File: config.mk
export PLATFORM = sky130hd
export DESIGN_NAME = tft_pattern_gen
export DESIGN_NICKNAME = d
export VERILOG_FILES = /design/src/rtl/tft_pattern_gen.sv
export SDC_FILE = /design/constraint.sdc
export NUM_CORES = 1
export LEC_CHECK = 0
export CORE_MARGIN = 2
export CORE_UTILIZATION = 25
export CTS_BUF_LIST = sky130_fd_sc_hd__clkbuf_4
export DETAILED_ROUTE_END_ITERATION = 10
export GPL_TIMING_DRIVEN = 0
export PLACE_DENSITY = 0.48
export SYNTH_ARGS = -nofsm -noshare
export SYNTH_HDL_FRONTEND = slang
export SYNTH_SLANG_ARGS = --single-unit
File: constraint.sdc
create_clock -name clk -period 9.7 [get_ports clk]
set_input_delay 1.455 -clock clk [delete_from_list [all_inputs] [get_ports clk]]
set_output_delay 1.455 -clock clk [all_outputs]
set_load 0.01 [all_outputs]
File: src/rtl/tft_pattern_gen.sv
`default_nettype none
// ============================================================================
// tft_pattern_gen : parametrised RGB565 test-pattern source for the TFT path
// Rev 1.0
// ============================================================================
module tft_pattern_gen #(
  parameter int H_ACT       = 800,
  parameter int V_ACT       = 480,
  parameter int COLS        = 2,
  parameter int ROWS        = 4,
  parameter int CELL_LOG2   = 5,
  parameter int RAMP_SHIFT  = 5,
  parameter int SCROLL_STEP = 4,
  parameter int BLINK_LOG2  = 5
) (
  input  logic        clk,
  input  logic        rst,
  input  logic [11:0] hs_cnt_i,
  input  logic [11:0] vs_cnt_i,
  input  logic        de_i,
  input  logic [1:0]  mode_sel_i,
  output logic [15:0] pix_data_o,
  output logic        pix_de_o,
  output logic [15:0] frame_cnt_o,
  output logic [1:0]  mode_act_o
);

  localparam int c_BAND_W  = H_ACT / COLS;
  localparam int c_BAND_H  = V_ACT / ROWS;
  localparam int c_SUB_W   = (c_BAND_W > 1) ? $clog2(c_BAND_W) : 1;
  localparam int c_RSUB_W  = (c_BAND_H > 1) ? $clog2(c_BAND_H) : 1;
  localparam int c_COL_W   = (COLS > 1) ? $clog2(COLS) : 1;

  localparam logic [c_SUB_W-1:0]  c_SUB_MAX   = c_SUB_W'(c_BAND_W - 1);
  localparam logic [c_RSUB_W-1:0] c_RSUB_MAX  = c_RSUB_W'(c_BAND_H - 1);
  localparam logic [c_COL_W-1:0]  c_COL_MAX   = c_COL_W'(COLS - 1);
  localparam logic [c_SUB_W:0]    c_BAND_W_X  = (c_SUB_W + 1)'(c_BAND_W);
  localparam logic [c_SUB_W:0]    c_STEP_X    = (c_SUB_W + 1)'(SCROLL_STEP);
  localparam logic [2:0]          c_COLS_MOD8 = 3'(COLS % 8);

  function automatic logic [c_COL_W-1:0] f_next_col(input logic [c_COL_W-1:0] col);
    return (col == c_COL_MAX) ? '0 : col + c_COL_W'(1);
  endfunction

  function automatic logic [15:0] f_palette(input logic [2:0] idx);
    case (idx)
      3'd0:    return 16'h0000;
      3'd1:    return 16'h001F;
      3'd2:    return 16'hF800;
      3'd3:    return 16'hF81F;
      3'd4:    return 16'h07E0;
      3'd5:    return 16'h07FF;
      3'd6:    return 16'hFFE0;
      default: return 16'hFFFF;
    endcase
  endfunction

  logic                w_line_start, w_frame_start;
  logic [15:0]         frame_cnt_q, frame_cnt_d;
  logic [1:0]          mode_act_q, mode_act_d;
  logic [c_COL_W-1:0]  col_q, col_d, frm_col_q, frm_col_d, start_col_q, start_col_d;
  logic [c_SUB_W-1:0]  sub_q, sub_d, frm_sub_q, frm_sub_d, start_sub_q, start_sub_d;
  logic [c_RSUB_W-1:0] rsub_q, rsub_d;
  logic [2:0]          rbase_q, rbase_d;
  logic [c_COL_W-1:0]  w_cur_col;
  logic [c_SUB_W-1:0]  w_cur_sub;
  logic [2:0]          w_cur_rbase;
  logic [c_SUB_W:0]    w_start_sum;
  logic [11:0]         w_ramp;

  logic                s1_de_q, s1_de_d, s1_par_q, s1_par_d;
  logic [1:0]          s1_mode_q, s1_mode_d;
  logic [2:0]          s1_pal_q, s1_pal_d;
  logic [4:0]          s1_lvl_q, s1_lvl_d;
  logic [15:0]         pix_data_q, pix_data_d;
  logic                pix_de_q, pix_de_d;
  logic [15:0]         w_colour;

  assign w_line_start  = de_i && (hs_cnt_i == 12'd0);
  assign w_frame_start = w_line_start && (vs_cnt_i == 12'd0);
  assign w_start_sum   = {1'b0, start_sub_q} + c_STEP_X;

  // Band tracking: w_cur_* is the band of the pixel on the inputs this cycle.
  // frm_* holds the scroll offset used by every line of the current frame,
  // while start_* already points at the offset for the next mode-3 frame.
  always_comb begin
    frame_cnt_d = frame_cnt_q;
    mode_act_d  = mode_act_q;
    frm_col_d   = frm_col_q;
    frm_sub_d   = frm_sub_q;
    start_col_d = start_col_q;
    start_sub_d = start_sub_q;
    rsub_d      = rsub_q;
    rbase_d     = rbase_q;
    w_cur_col   = col_q;
    w_cur_sub   = sub_q;
    w_cur_rbase = rbase_q;
    if (w_frame_start) begin
      frame_cnt_d = frame_cnt_q + 16'd1;
      mode_act_d  = mode_sel_i;
      rsub_d      = '0;
      rbase_d     = '0;
      w_cur_rbase = '0;
      if (mode_sel_i == 2'd3) begin
        frm_col_d = start_col_q;
        frm_sub_d = start_sub_q;
        if (w_start_sum >= c_BAND_W_X) begin
          start_sub_d = c_SUB_W'(w_start_sum - c_BAND_W_X);
          start_col_d = f_next_col(start_col_q);
        end else begin
          start_sub_d = w_start_sum[c_SUB_W-1:0];
        end
      end else begin
        frm_col_d = '0;
        frm_sub_d = '0;
      end
      w_cur_col = frm_col_d;
      w_cur_sub = frm_sub_d;
    end else if (w_line_start) begin
      if (rsub_q == c_RSUB_MAX) begin
        rsub_d  = '0;
        rbase_d = rbase_q + c_COLS_MOD8;
      end else begin
        rsub_d  = rsub_q + c_RSUB_W'(1);
      end
      w_cur_col   = frm_col_q;
      w_cur_sub   = frm_sub_q;
      w_cur_rbase = rbase_d;
    end

    col_d = col_q;
    sub_d = sub_q;
    if (de_i) begin
      if (w_cur_sub == c_SUB_MAX) begin
        sub_d = '0;
        col_d = f_next_col(w_cur_col);
      end else begin
        sub_d = w_cur_sub + c_SUB_W'(1);
        col_d = w_cur_col;
      end
    end
  end

  assign w_ramp = hs_cnt_i >> RAMP_SHIFT;

  // Stage 1: band index, checker parity and ramp level per pixel.
  always_comb begin
    s1_de_d   = de_i;
    s1_mode_d = mode_act_d;
    s1_pal_d  = w_cur_rbase + 3'(w_cur_col);
    s1_par_d  = hs_cnt_i[CELL_LOG2] ^ vs_cnt_i[CELL_LOG2] ^ frame_cnt_d[BLINK_LOG2];
    s1_lvl_d  = (w_ramp > 12'd31) ? 5'd31 : w_ramp[4:0];
  end

  // Stage 2: colour, blanked outside the active area.
  always_comb begin
    w_colour = 16'h0000;
    case (s1_mode_q)
      2'd1:    w_colour = s1_par_q ? 16'h0000 : 16'hFFFF;
      2'd2:    w_colour = {s1_lvl_q, s1_lvl_q, 1'b0, s1_lvl_q};
      default: w_colour = f_palette(s1_pal_q);
    endcase
    pix_data_d = s1_de_q ? w_colour : 16'h0000;
    pix_de_d   = s1_de_q;
  end

  always_ff @(posedge clk) begin
    if (rst) begin
      frame_cnt_q <= '0;
      mode_act_q  <= '0;
      col_q       <= '0;
      sub_q       <= '0;
      frm_col_q   <= '0;
      frm_sub_q   <= '0;
      start_col_q <= '0;
      start_sub_q <= '0;
      rsub_q      <= '0;
      rbase_q     <= '0;
      s1_de_q     <= 1'b0;
      s1_mode_q   <= '0;
      s1_pal_q    <= '0;
      s1_par_q    <= 1'b0;
      s1_lvl_q    <= '0;
      pix_data_q  <= '0;
      pix_de_q    <= 1'b0;
    end else begin
      frame_cnt_q <= frame_cnt_d;
      mode_act_q  <= mode_act_d;
      col_q       <= col_d;
      sub_q       <= sub_d;
      frm_col_q   <= frm_col_d;
      frm_sub_q   <= frm_sub_d;
      start_col_q <= start_col_d;
      start_sub_q <= start_sub_d;
      rsub_q      <= rsub_d;
      rbase_q     <= rbase_d;
      s1_de_q     <= s1_de_d;
      s1_mode_q   <= s1_mode_d;
      s1_pal_q    <= s1_pal_d;
      s1_par_q    <= s1_par_d;
      s1_lvl_q    <= s1_lvl_d;
      pix_data_q  <= pix_data_d;
      pix_de_q    <= pix_de_d;
    end
  end

  assign pix_data_o  = pix_data_q;
  assign pix_de_o    = pix_de_q;
  assign frame_cnt_o = frame_cnt_q;
  assign mode_act_o  = mode_act_q;

endmodule
`default_nettype wire

==> run metrics, run 1 <==
transition time of the tightest slew-check pin 1.037 ns; via count of the first global-routing pass between 3,000 and 4,000; top cell type by total area after synthesis dfxtp_1; share of synthesized flip-flops with an asynchronous set or reset 0; Max Clock Skew between 0.01 and 0.015 ns; Post-Route Setup TNS 0 ns; Synth Net Count roughly 500; critical path launch point type input port; overall die area ~0.016 sq mm; clock buffer count from CTS 9; final count of hold timing violations 0; drt drc 0; Sinks on Clock Net 81; Primary FF master, synth dfxtp_1; P_leak around 0.0017 uW; CTS tree done; final critical-path share of the clock period 0.5483; cell count after synthesis 461; initial antenna violation count 0; all-layer global routing usage 0.1237; outcome finished, final reports clean; area growth from synthesis to layout 26.51%; global-route wire length before repair ~16 mm; placed standard-cell area about 0.0047 sq mm; mapped cell area roughly 0.0039 sq mm; dominant cells by area after synthesis dfxtp_1, xor2_1, nor2_1, a21oi_1, nand2_1; Worst Setup Slack post-DPL slightly below 4 ns; Routed wire per std cell around 14 um; post-route cell area between 0.004 and 0.005 sq mm; initial core utilization 0.2549; first-pass iteration count of the detailed router 4; hold bufs inserted after CTS 0; number of flops mapped to enable cells by yosys 0; number of warnings printed during yosys synthesis 0; antenna-violating nets left 0; critical path type in2reg; number of maximum-capacitance violations 0; Routed Wire Length around 9.9 mm; floorplan die width about 130 um; area fraction of the dominant cell type after synthesis 0.4200; number of standard-cell rows in the floorplan 45; final critical-path setup slack ~4.4 ns; vias after detailed routing about 3,400; CTS root buffer clkbuf_4; headroom to the max-slew limit 0.3036; Hold WC Path Type reg2reg; ratio of routed vias to standard cells between 4 and 5; number of placed cells counting well taps a little over 700; port buffer count 63; achievable clock frequency 188.0 MHz; Top-Level Pins 64; final-stage net count approximately 580; buffer depth of the longest clock path 2; sequential fraction of the synthesis area 0.4200; count of H-tree levels built during CTS 3; ratio of cells with drive above 1 in the final layout 0.06667; shortest clock period the worst path allows after layout approximately 5.3 ns; height of the die roughly 130 um; distinct cell type count of the synthesized netlist between 50 and 60; Post-Synthesis Mean Instance Area approximately 8.4 sq um; CP max FO 10; largest net degree at the start of global routing 14; RSZ-0062 raised after global routing no; gp weighted congestion ~0.75; arrival time at the worst endpoint around 5.7 ns; kind of end point of the critical path flop; Post-Layout Cell Count approximately 730; post-synthesis register bit count between 80 and 90; Power per Cell Area 123.7 mW/mm^2; Slew Viols, Final 0; CTS clock-pin slew for the worst setup and hold paths approximately 0.13 ns; total grt overflow 0; post-CTS setup repair buffer count 0; count of cells resized by post-cts repair 0; library cell contributing the largest single delay on the critical path nor3_1; DRC marker count from the first detailed-route iteration 230; clock latency on the worst-skew pair around 0.46 ns; standard cell core area 0.01515 sq mm; worst ir drop on vdd approximately 52 uV; required arrival time at the worst endpoint ~10 ns; utilization of the core after routing 0.3225; detailed-placement wirelength estimate about 7.5 mm; critical-path cell list clkdlybuf4s50_1 -> nor3_1 -> nand4_1 -> nor2_1 -> buf_2 -> buf_2 -> nor2_1 -> ha_1 -> or4_1 -> a21oi_1 -> a311o_1; # diodes 0; highest cell delay on the worst timing path about 0.86 ns; endpoints failing setup 0
## cell families after synthesis
logic type                 after synthesis  share of synthesized area
DFF                                     81                     0.4200
muxes                                    4                    0.01069
xor gates and xnor gates                38                    0.08620
buffers and inverters                   29                    0.03305
AOI/OAI and AO/OA                       82                     0.1325
adders and majority gates               11                    0.03564
and+or+nand+nor                        216                     0.2819
## power breakdown
group          total (uW)  internal, uW  leakage, uW  switching, uW
Combinational        36.4          17.0     0.000937           19.4
Sequential            338           337     0.000656           1.85
Clock                 230           106    0.0000878            123
Total                 604           460      0.00168            145
## final timing paths
| check | startpoint | endpoint | slack [ns] | cells past startpoint |
|---|---|---|---|---|
| hold reg to reg | frm_col_q$_SDFFE_PP0P_ | frm_col_q$_SDFFE_PP0P_ | 0.47 | 2 |
| hold / removal | frm_col_q$_SDFFE_PP0P_ | frm_col_q$_SDFFE_PP0P_ | 0.47 | 2 |
| setup / recovery | hs_cnt_i[11] | s1_pal_q[2]$_SDFF_PP0_ | 4.38 | 11 |
| setup reg to reg | start_sub_q[4]$_SDFFE_PP0P_ | start_sub_q[6]$_SDFFE_PP0P_ | 6.64 | 11 |
## stage by stage
stage / power (uW) / hold slack, ns
detailed placement: 382.5 / 0.4503
global route: 630.5 / 0.4842
floorplan: 361.3 / 0.4323
CTS: 611.5 / 0.4723
finish: 604.4 / 0.4750
global placement: 381.9 / 0.4507
## registers in the layout, indices dropped and copies added (netlist names)
| name | count |
|---|---|
| pix_data_o | 16 |
| s1_par_q | 1 |
| frm_col_q | 1 |
| s1_mode_q | 2 |
| rbase_q | 3 |
| rsub_q | 7 |
| col_q | 1 |
| sub_q | 9 |
| s1_pal_q | 3 |
| s1_lvl_q | 5 |
| frame_cnt_o | 16 |
| pix_de_o | 1 |
| start_col_q | 1 |
| start_sub_q | 7 |
| frm_sub_q | 7 |
| pix_de_d | 1 |
## critical path: cells and delay by family
kind | cells | cell delay (ns)
compound gates | 2 | 0.28
fa+ha+maj | 1 | 0.25
buf+inv | 3 | 1.09
simple gates | 5 | 2.61
## placed cells by master, fill, tap and decap left out, types with 3 or more instances in the layout
master / synthesis / routed
a211oi_1: 4 / 4
a21oi_1: 41 / 41
a311oi_1: 3 / 3
a31oi_1: 5 / 5
a41oi_1: 3 / 3
and2_1: 6 / 6
and3_1: 11 / 11
and4_1: 3 / 3
buf_2: 6 / 6
clkbuf_1: 14 / 14
clkbuf_4: 0 / 10
clkdlybuf4s50_1: 0 / 63
dfxtp_1: 81 / 81
ha_1: 11 / 11
inv_1: 5 / 5
mux2i_1: 3 / 3
nand2_1: 54 / 54
nand3_1: 30 / 30
nand4_1: 10 / 10
nor2_1: 55 / 55
nor2b_1: 9 / 9
nor3_1: 11 / 11
nor3b_1: 3 / 3
nor4_1: 5 / 5
nor4_2: 4 / 4
o21ai_0: 11 / 11
or4_1: 4 / 4
xnor2_1: 14 / 14
xor2_1: 24 / 24
## Yosys cell counts, types with 2 or more instances
cell type and instances:
dfxtp_1 81, nor2_1 55, nand2_1 54, a21oi_1 41, nand3_1 30, xor2_1 24
clkbuf_1 14, xnor2_1 14, and3_1 11, ha_1 11, nor3_1 11, o21ai_0 11
nand4_1 10, nor2b_1 9, and2_1 6, buf_2 6, a31oi_1 5, inv_1 5
nor4_1 5, a211oi_1 4, nor4_2 4, or4_1 4, a311oi_1 3, a41oi_1 3
and4_1 3, mux2i_1 3, nor3b_1 3, a21o_1 2, buf_1 2, nand2b_1 2
nor4b_1 2, o211ai_1 2, o31ai_1 2, or2_2 2
## layer usage
layer  wire length (um)  global-route usage  part of all wire  up-vias
met4                174             0.05107             0.018        0
met5                  0                   0                 0        -
li1                   -                   -                 -     1760
met1               4717              0.1605              0.47     1558
met3                602             0.03255             0.061       11
met2               4442              0.1946              0.45       87
## cell type report
class / instances / area, sq um
buffer: 24 / 108.9
clock buffer: 10 / 75.07
clock inverter: 6 / 82.58
fill: 1586 / 10260
inverter: 5 / 18.77
multi-input combinational: 351 / 2112
sequential: 81 / 1622
tap: 188 / 235.2
timing repair buffer: 63 / 630.6
No activity file was read; power rests on OpenSTA's default activity.
==> run 2: changes to the inputs <==
PLACE_DENSITY = 0.49   (was 0.48)
clock period = 4.4 ns   (was 9.7 ns; I/O delays follow)
==> run metrics, run 2 (same netlist as run 1, synthesis figures left out) <==
initial antenna violation count 0 (unchanged); ratio of cells with drive above 1 in the final layout 0.06308 (-0.003587); clock latency on the worst-skew pair 0.45 ns (about the same); Top-Level Pins 64 (unchanged); vias after detailed routing 3,467 (+1.5%); DRC marker count from the first detailed-route iteration 213 (-7.4%); Routed Wire Length 9.930 mm (about the same); area growth from synthesis to layout 25.21%; Routed wire per std cell 13.66 um (about the same); CTS root buffer clkbuf_4; outcome finished, final reports clean; clock buffer count from CTS 9 (unchanged); required arrival time at the worst endpoint 4.79 ns (-5.32 ns); start point of the worst hold path s1_pal_q[1]$_SDFF_PP0_; placed standard-cell area 0.004727 sq mm (unchanged); commonest non-fill, non-tap cell in the layout dfxtp_1; critical path launch point type input port; switching share of power 0.2530 (+0.01372); Post-Route Setup TNS 0 ns (unchanged); most frequent cells in the layout dfxtp_1, clkdlybuf4s50_1, nor2_1; CP max FO 10 (unchanged); Sinks on Clock Net 81 (unchanged); Hold WC Path Type reg2reg; CTS clock-pin slew for the worst setup and hold paths 0.11 ns (-0.02 ns); shortest clock period the worst path allows after layout between 4 and 5 ns; ratio of routed vias to standard cells 4.769 (+1.6%); worst ir drop on vdd 84.13 uV (+60%); endpoints failing setup 0 (unchanged); antenna-violating nets left 0 (unchanged); standard cell core area 0.01515 sq mm (unchanged); P_leak 0.001654 uW (-1.6%); Max Clock Skew 0.01851 ns (+0.005700 ns); via count of the first global-routing pass 3,337 (+6.2%); launch point of the worst path hs_cnt_i[5]; number of standard-cell rows in the floorplan 45 (unchanged); R2R cell count 11 (unchanged); kind of end point of the critical path flop; endpoint of the most critical register-to-register path start_sub_q[6]$_SDFFE_PP0P_; buffer depth of the longest clock path 2 (unchanged); RSZ-0062 raised after global routing no; post-route cell area 0.004835 sq mm (-1.0%); first-pass iteration count of the detailed router 5 (+1); Power per Cell Area 244.9 mW/mm^2 (+98%); initial core utilization 0.2549 (unchanged); hold-critical path endpoint pix_data_o[15]$_SDFF_PP0_; overall die area 0.01645 sq mm (unchanged); largest net degree at the start of global routing 13 (-1); detailed-placement wirelength estimate 7.473 mm (-0.38%); final-stage net count 575 (unchanged); Slew Viols, Final 0 (unchanged); count of H-tree levels built during CTS 3 (unchanged); critical path type in2reg; design internal power 884.2 uW (+92%); worst r2r src start_sub_q[4]$_SDFFE_PP0P_; # diodes 0 (unchanged); hold depth 2 (unchanged); arrival time at the worst endpoint 4.57 ns (-1.16 ns); all-layer global routing usage 0.1264 (+0.002702); height of the die 128.3 um (unchanged); Clk pwr share 0.300 (-0.080); r2r setup slk 1.37 ns (-5.27 ns); global-route wire length before repair 16.36 mm (+2.6%); achievable clock frequency about 240 MHz; Seq pwr share 0.630 (+0.070); number of maximum-capacitance violations 0 (unchanged); total grt overflow 0 (unchanged); port buffer count 63 (unchanged); drt drc 0 (unchanged); final critical-path share of the clock period 0.9509; final count of hold timing violations 0 (unchanged); CTS tree done; post-CTS setup repair buffer count 0 (unchanged); floorplan die width 128.3 um (unchanged); P_sw 299.6 uW (+110%); headroom to the max-slew limit 0.5565 (+0.2529); transition time of the tightest slew-check pin 0.6592 ns (-0.3775 ns); gp weighted congestion 0.7591 (+0.73%); power share of the combinational group 0.069 (+0.009)
run 2: repair_timing:
action	CTS	global route
setup endpoints to repair	0	1
hold buffers	0	0
gates resized for setup	0	2
run 2: stage by stage:
step           total power, uW  setup slack [ns]  std cells  utilization  hold slack [ns]
3_3_place_gp             841.8           -0.3934        712       0.3121           0.4482
4_1_cts                   1203          0.003419        727       0.3183           0.4653
2_1_floorplan            796.4            0.9833        461            -           0.4323
3_5_place_dp             843.2           -0.4718        712       0.3121           0.4477
5_1_grt                   1235           0.03387        727       0.3192           0.4947
6_report                  1184            0.2161        727       0.3192           0.4661
run 2: worst max path at each step:
stage                                   endpoint  slack [ns]  cells after the start
after floorplan           s1_pal_q[2]$_SDFF_PP0_        0.98                     12
after global placement    s1_pal_q[2]$_SDFF_PP0_       -0.39                     11
after detailed placement  s1_pal_q[2]$_SDFF_PP0_       -0.47                     13
after CTS                 s1_pal_q[2]$_SDFF_PP0_       0.003                     13
after global routing      s1_pal_q[2]$_SDFF_PP0_        0.03                     13
final                     s1_pal_q[2]$_SDFF_PP0_        0.22                     13
run 2: area by class of cell:
class | instances | area, sq um
fill | 1612 | 10310
multi-input combinational | 351 | 2126
sequential | 81 | 1622
timing repair buffer | 63 | 630.6
tap | 188 | 235.2
buffer | 24 | 108.9
clock buffer | 9 | 67.56
clock inverter | 6 | 26.28
inverter | 5 | 18.77
run 2: layer usage:
metal / wire length, um / global-route usage / vias to the layer above
met4: 179 / 0.05365 / 0
met1: 4650 / 0.1561 / 1615
li1: - / - / 1762
met2: 4517 / 0.2065 / 78
met5: 0 / 0 / -
met3: 583 / 0.03506 / 12
run 2: power groups by stage:
stage | Clock [uW] | Sequential, uW | Combinational [uW]
floorplan | 0 | 762 | 34.8
global placement | 0 | 762 | 79.5
detailed placement | 0 | 762 | 80.7
CTS | 376 | 746 | 81.4
global route | 398 | 747 | 89.8
finish | 356 | 746 | 82.3
run 2: worst max-delay path: stages:
cell	delay, ns
clkdlybuf4s50_1	0.53
nor4_4	0.56
and4_1	0.39
buf_4	0.23
buf_2	0.24
nand2_1	0.19
clkbuf_1	0.31
and2_1	0.25
ha_1	0.19
ha_1	0.23
or4_1	0.52
a21oi_1	0.13
a311o_1	0.13
==> run 3: changes to the inputs <==
REMOVE_ABC_BUFFERS = 1   (was not set)
==> run metrics, run 3 (same netlist as run 1, synthesis figures left out) <==
outcome finished, final reports clean; CP max FO 23 (+13); Clk pwr share 0.359 (+0.059); commonest non-fill, non-tap cell in the layout dfxtp_1; final-stage net count 553 (-3.8%); area growth from synthesis to layout 24.27%; ratio of cells with drive above 1 in the final layout 0.06564 (+0.002557); critical path type in2reg; kind of end point of the critical path flop; total grt overflow 0 (unchanged); P_sw 323.6 uW (+8.0%); largest net degree at the start of global routing 47 (+34); hold bufs inserted after CTS 0 (unchanged); DRC marker count from the first detailed-route iteration 194 (-8.9%); required arrival time at the worst endpoint 4.81 ns (+0.02 ns); overall die area 0.01645 sq mm (unchanged); Power per Cell Area 267.5 mW/mm^2 (+9.2%); headroom to the max-slew limit 0.4953 (-0.06113); global-route wire length before repair 15.89 mm (-2.9%); shortest clock period the worst path allows after layout 4.018 ns (-0.1662 ns); Routed Wire Length 9.635 mm (-3.0%); initial core utilization 0.2549 (unchanged); design internal power 959.8 uW (+8.5%); detailed-placement wirelength estimate 6.998 mm (-6.4%); Fill cells 1,593 (-1.2%); achievable clock frequency 248.9 MHz (+4.1%); ratio of routed vias to standard cells 4.682 (-1.8%); port buffer count 63 (unchanged); Detail Route met2 WL 4.494 mm (-0.51%); clock latency on the worst-skew pair 0.47 ns (+0.02 ns); antenna-violating nets left 0 (unchanged); final count of hold timing violations 0 (unchanged); standard cell core area 0.01515 sq mm (unchanged); power share of the combinational group 0.060 (-0.009); top cell family by delay on the critical path simple AND/OR/NAND/NOR gates; Hold WC Path Type reg2reg; transition time of the tightest slew-check pin 0.7501 ns (+0.09085 ns); floorplan die width 128.3 um (unchanged); initial antenna violation count 1 (+1); WHS 0.4693 ns (+0.003158 ns); count of buffering cells on the critical path with inverters included 1 (-3); post-CTS setup repair buffer count 0 (unchanged); final critical-path share of the clock period 0.9131 (-0.03777); Seq pwr share 0.581 (-0.049); critical path launch point type input port; CTS clock-pin slew for the worst setup and hold paths 0.14 ns (+0.03 ns); worst ir drop on vdd 106.5 uV (+27%); Sinks on Clock Net 81 (unchanged); RSZ-0062 raised after global routing no; Max Clock Skew 0.01781 ns (-0.0006938 ns); placed standard-cell area 0.004651 sq mm (-1.6%); number of standard-cell rows in the floorplan 45 (unchanged); Top-Level Pins 64 (unchanged); gp weighted congestion 0.8285 (+9.1%); uppermost metal layer occupied by signal nets met4; DR WL met3 411 um (-30%); count of H-tree levels built during CTS 3 (unchanged); all-layer global routing usage 0.1221 (-0.004320); arrival time at the worst endpoint 4.43 ns (-0.14 ns); most frequent cells in the layout dfxtp_1, clkdlybuf4s50_1, nand2_1, nor2_1, a21oi_1; buffer depth of the longest clock path 2 (unchanged); endpoints failing setup 0 (unchanged); library cell contributing the largest single delay on the critical path clkdlybuf4s50_1; vias after detailed routing 3,310 (-4.5%); Metal-1 WL 4.537 mm (-2.4%); clock buffer count from CTS 9 (unchanged); via count of the first global-routing pass 3,270 (-2.0%); drt drc 0 (unchanged); CTS tree done; highest cell delay on the worst timing path 0.83 ns (+0.27 ns); number of maximum-capacitance violations 0 (unchanged); Crit path top cell by count ha_1; height of the die 128.3 um (unchanged); post-route cell area 0.004798 sq mm (-0.75%); critical-path cell list clkdlybuf4s50_1 -> nor2b_1 -> and4_2 -> nand2_1 -> and2_1 -> ha_1 -> ha_1 -> or4_1 -> a21oi_1 -> a311o_1; switching share of power 0.2522 (-0.0008902); CTS root buffer clkbuf_4; Routed wire per std cell 13.63 um (-0.23%); first-pass iteration count of the detailed router 4 (-1); P_leak 0.001629 uW (-1.5%); Slew Viols, Final 0 (unchanged)
-- run 3: cell count changes in the layout (fill, tap and decap cells not counted), moves of 2 or more --
cell	change
clkbuf_1	-14
buf_2	-5
clkinv_1	-3
clkinv_4	+3
buf_1	-2
clkinv_2	-2
-- run 3: power by group through the flow --
| stage | combinational, uW | sequential [uW] | clock, uW |
|---|---|---|---|
| 3_3_place_gp | 75.3 | 762 | 0 |
| 5_1_grt | 85.3 | 748 | 514 |
| 4_1_cts | 78.2 | 746 | 483 |
| 3_5_place_dp | 77.8 | 762 | 0 |
| 6_report | 77.1 | 746 | 460 |
| 2_1_floorplan | 26.0 | 762 | 0 |
-- run 3: stage by stage --
| stage | setup TNS, ns | total power (uW) | utilization | setup WS (ns) | cells |
|---|---|---|---|---|---|
| CTS | 0 | 1308 | 0.3166 | 0.02704 | 706 |
| global placement | -5.269 | 837.4 | 0.3049 | -0.6159 | 688 |
| finish | 0 | 1283 | 0.3168 | 0.3823 | 707 |
| floorplan | 0 | 787.6 | - | 0.9540 | 437 |
| detailed placement | -0.4586 | 839.9 | 0.3071 | -0.4586 | 690 |
| global route | 0 | 1347 | 0.3168 | 0.08233 | 707 |
-- run 3: worst paths after layout --
kind	from	endpoint	slack (ns)	depth (start not counted)
max	de_i	s1_pal_q[2]$_SDFF_PP0_	0.38	10
min	frm_sub_q[6]$_SDFFE_PP0P_	frm_sub_q[6]$_SDFFE_PP0P_	0.47	2
max reg2reg	start_sub_q[3]$_SDFFE_PP0P_	start_sub_q[6]$_SDFFE_PP0P_	1.41	10
min reg2reg	frm_sub_q[6]$_SDFFE_PP0P_	frm_sub_q[6]$_SDFFE_PP0P_	0.47	2
-- run 3: final cells by class --
type                            count  area (sq um)  share of cell area
Timing Repair Buffer               65         660.6              0.1377
Clock inverter                      6         68.82             0.01434
Clock buffer                       10         75.07             0.01565
Sequential cell                    81          1622              0.3379
Multi-Input combinational cell    351          2116              0.4409
Tap cell                          188         235.2             0.04902
Antenna cell                        1         2.502           0.0005215
Inverter                            5         18.77            0.003911
-- run 3: timing repair --
action / CTS / global route
hold endpoints to repair: 0 / 0
endpoints found under the setup margin: 0 / 1
resized for setup: 0 / 1
-- run 3: worst min-delay path: stages, from the launching register on --
cell,delay (ns)
dfxtp_1,0.34
nand2_1,0.05
a21oi_1,0.05
-- run 3: per-layer routing --
metal,up-vias,GRT usage
met5,-,0
met4,0,0.05559
met3,13,0.03214
met2,60,0.2024
met1,1505,0.1479
li1,1732,-
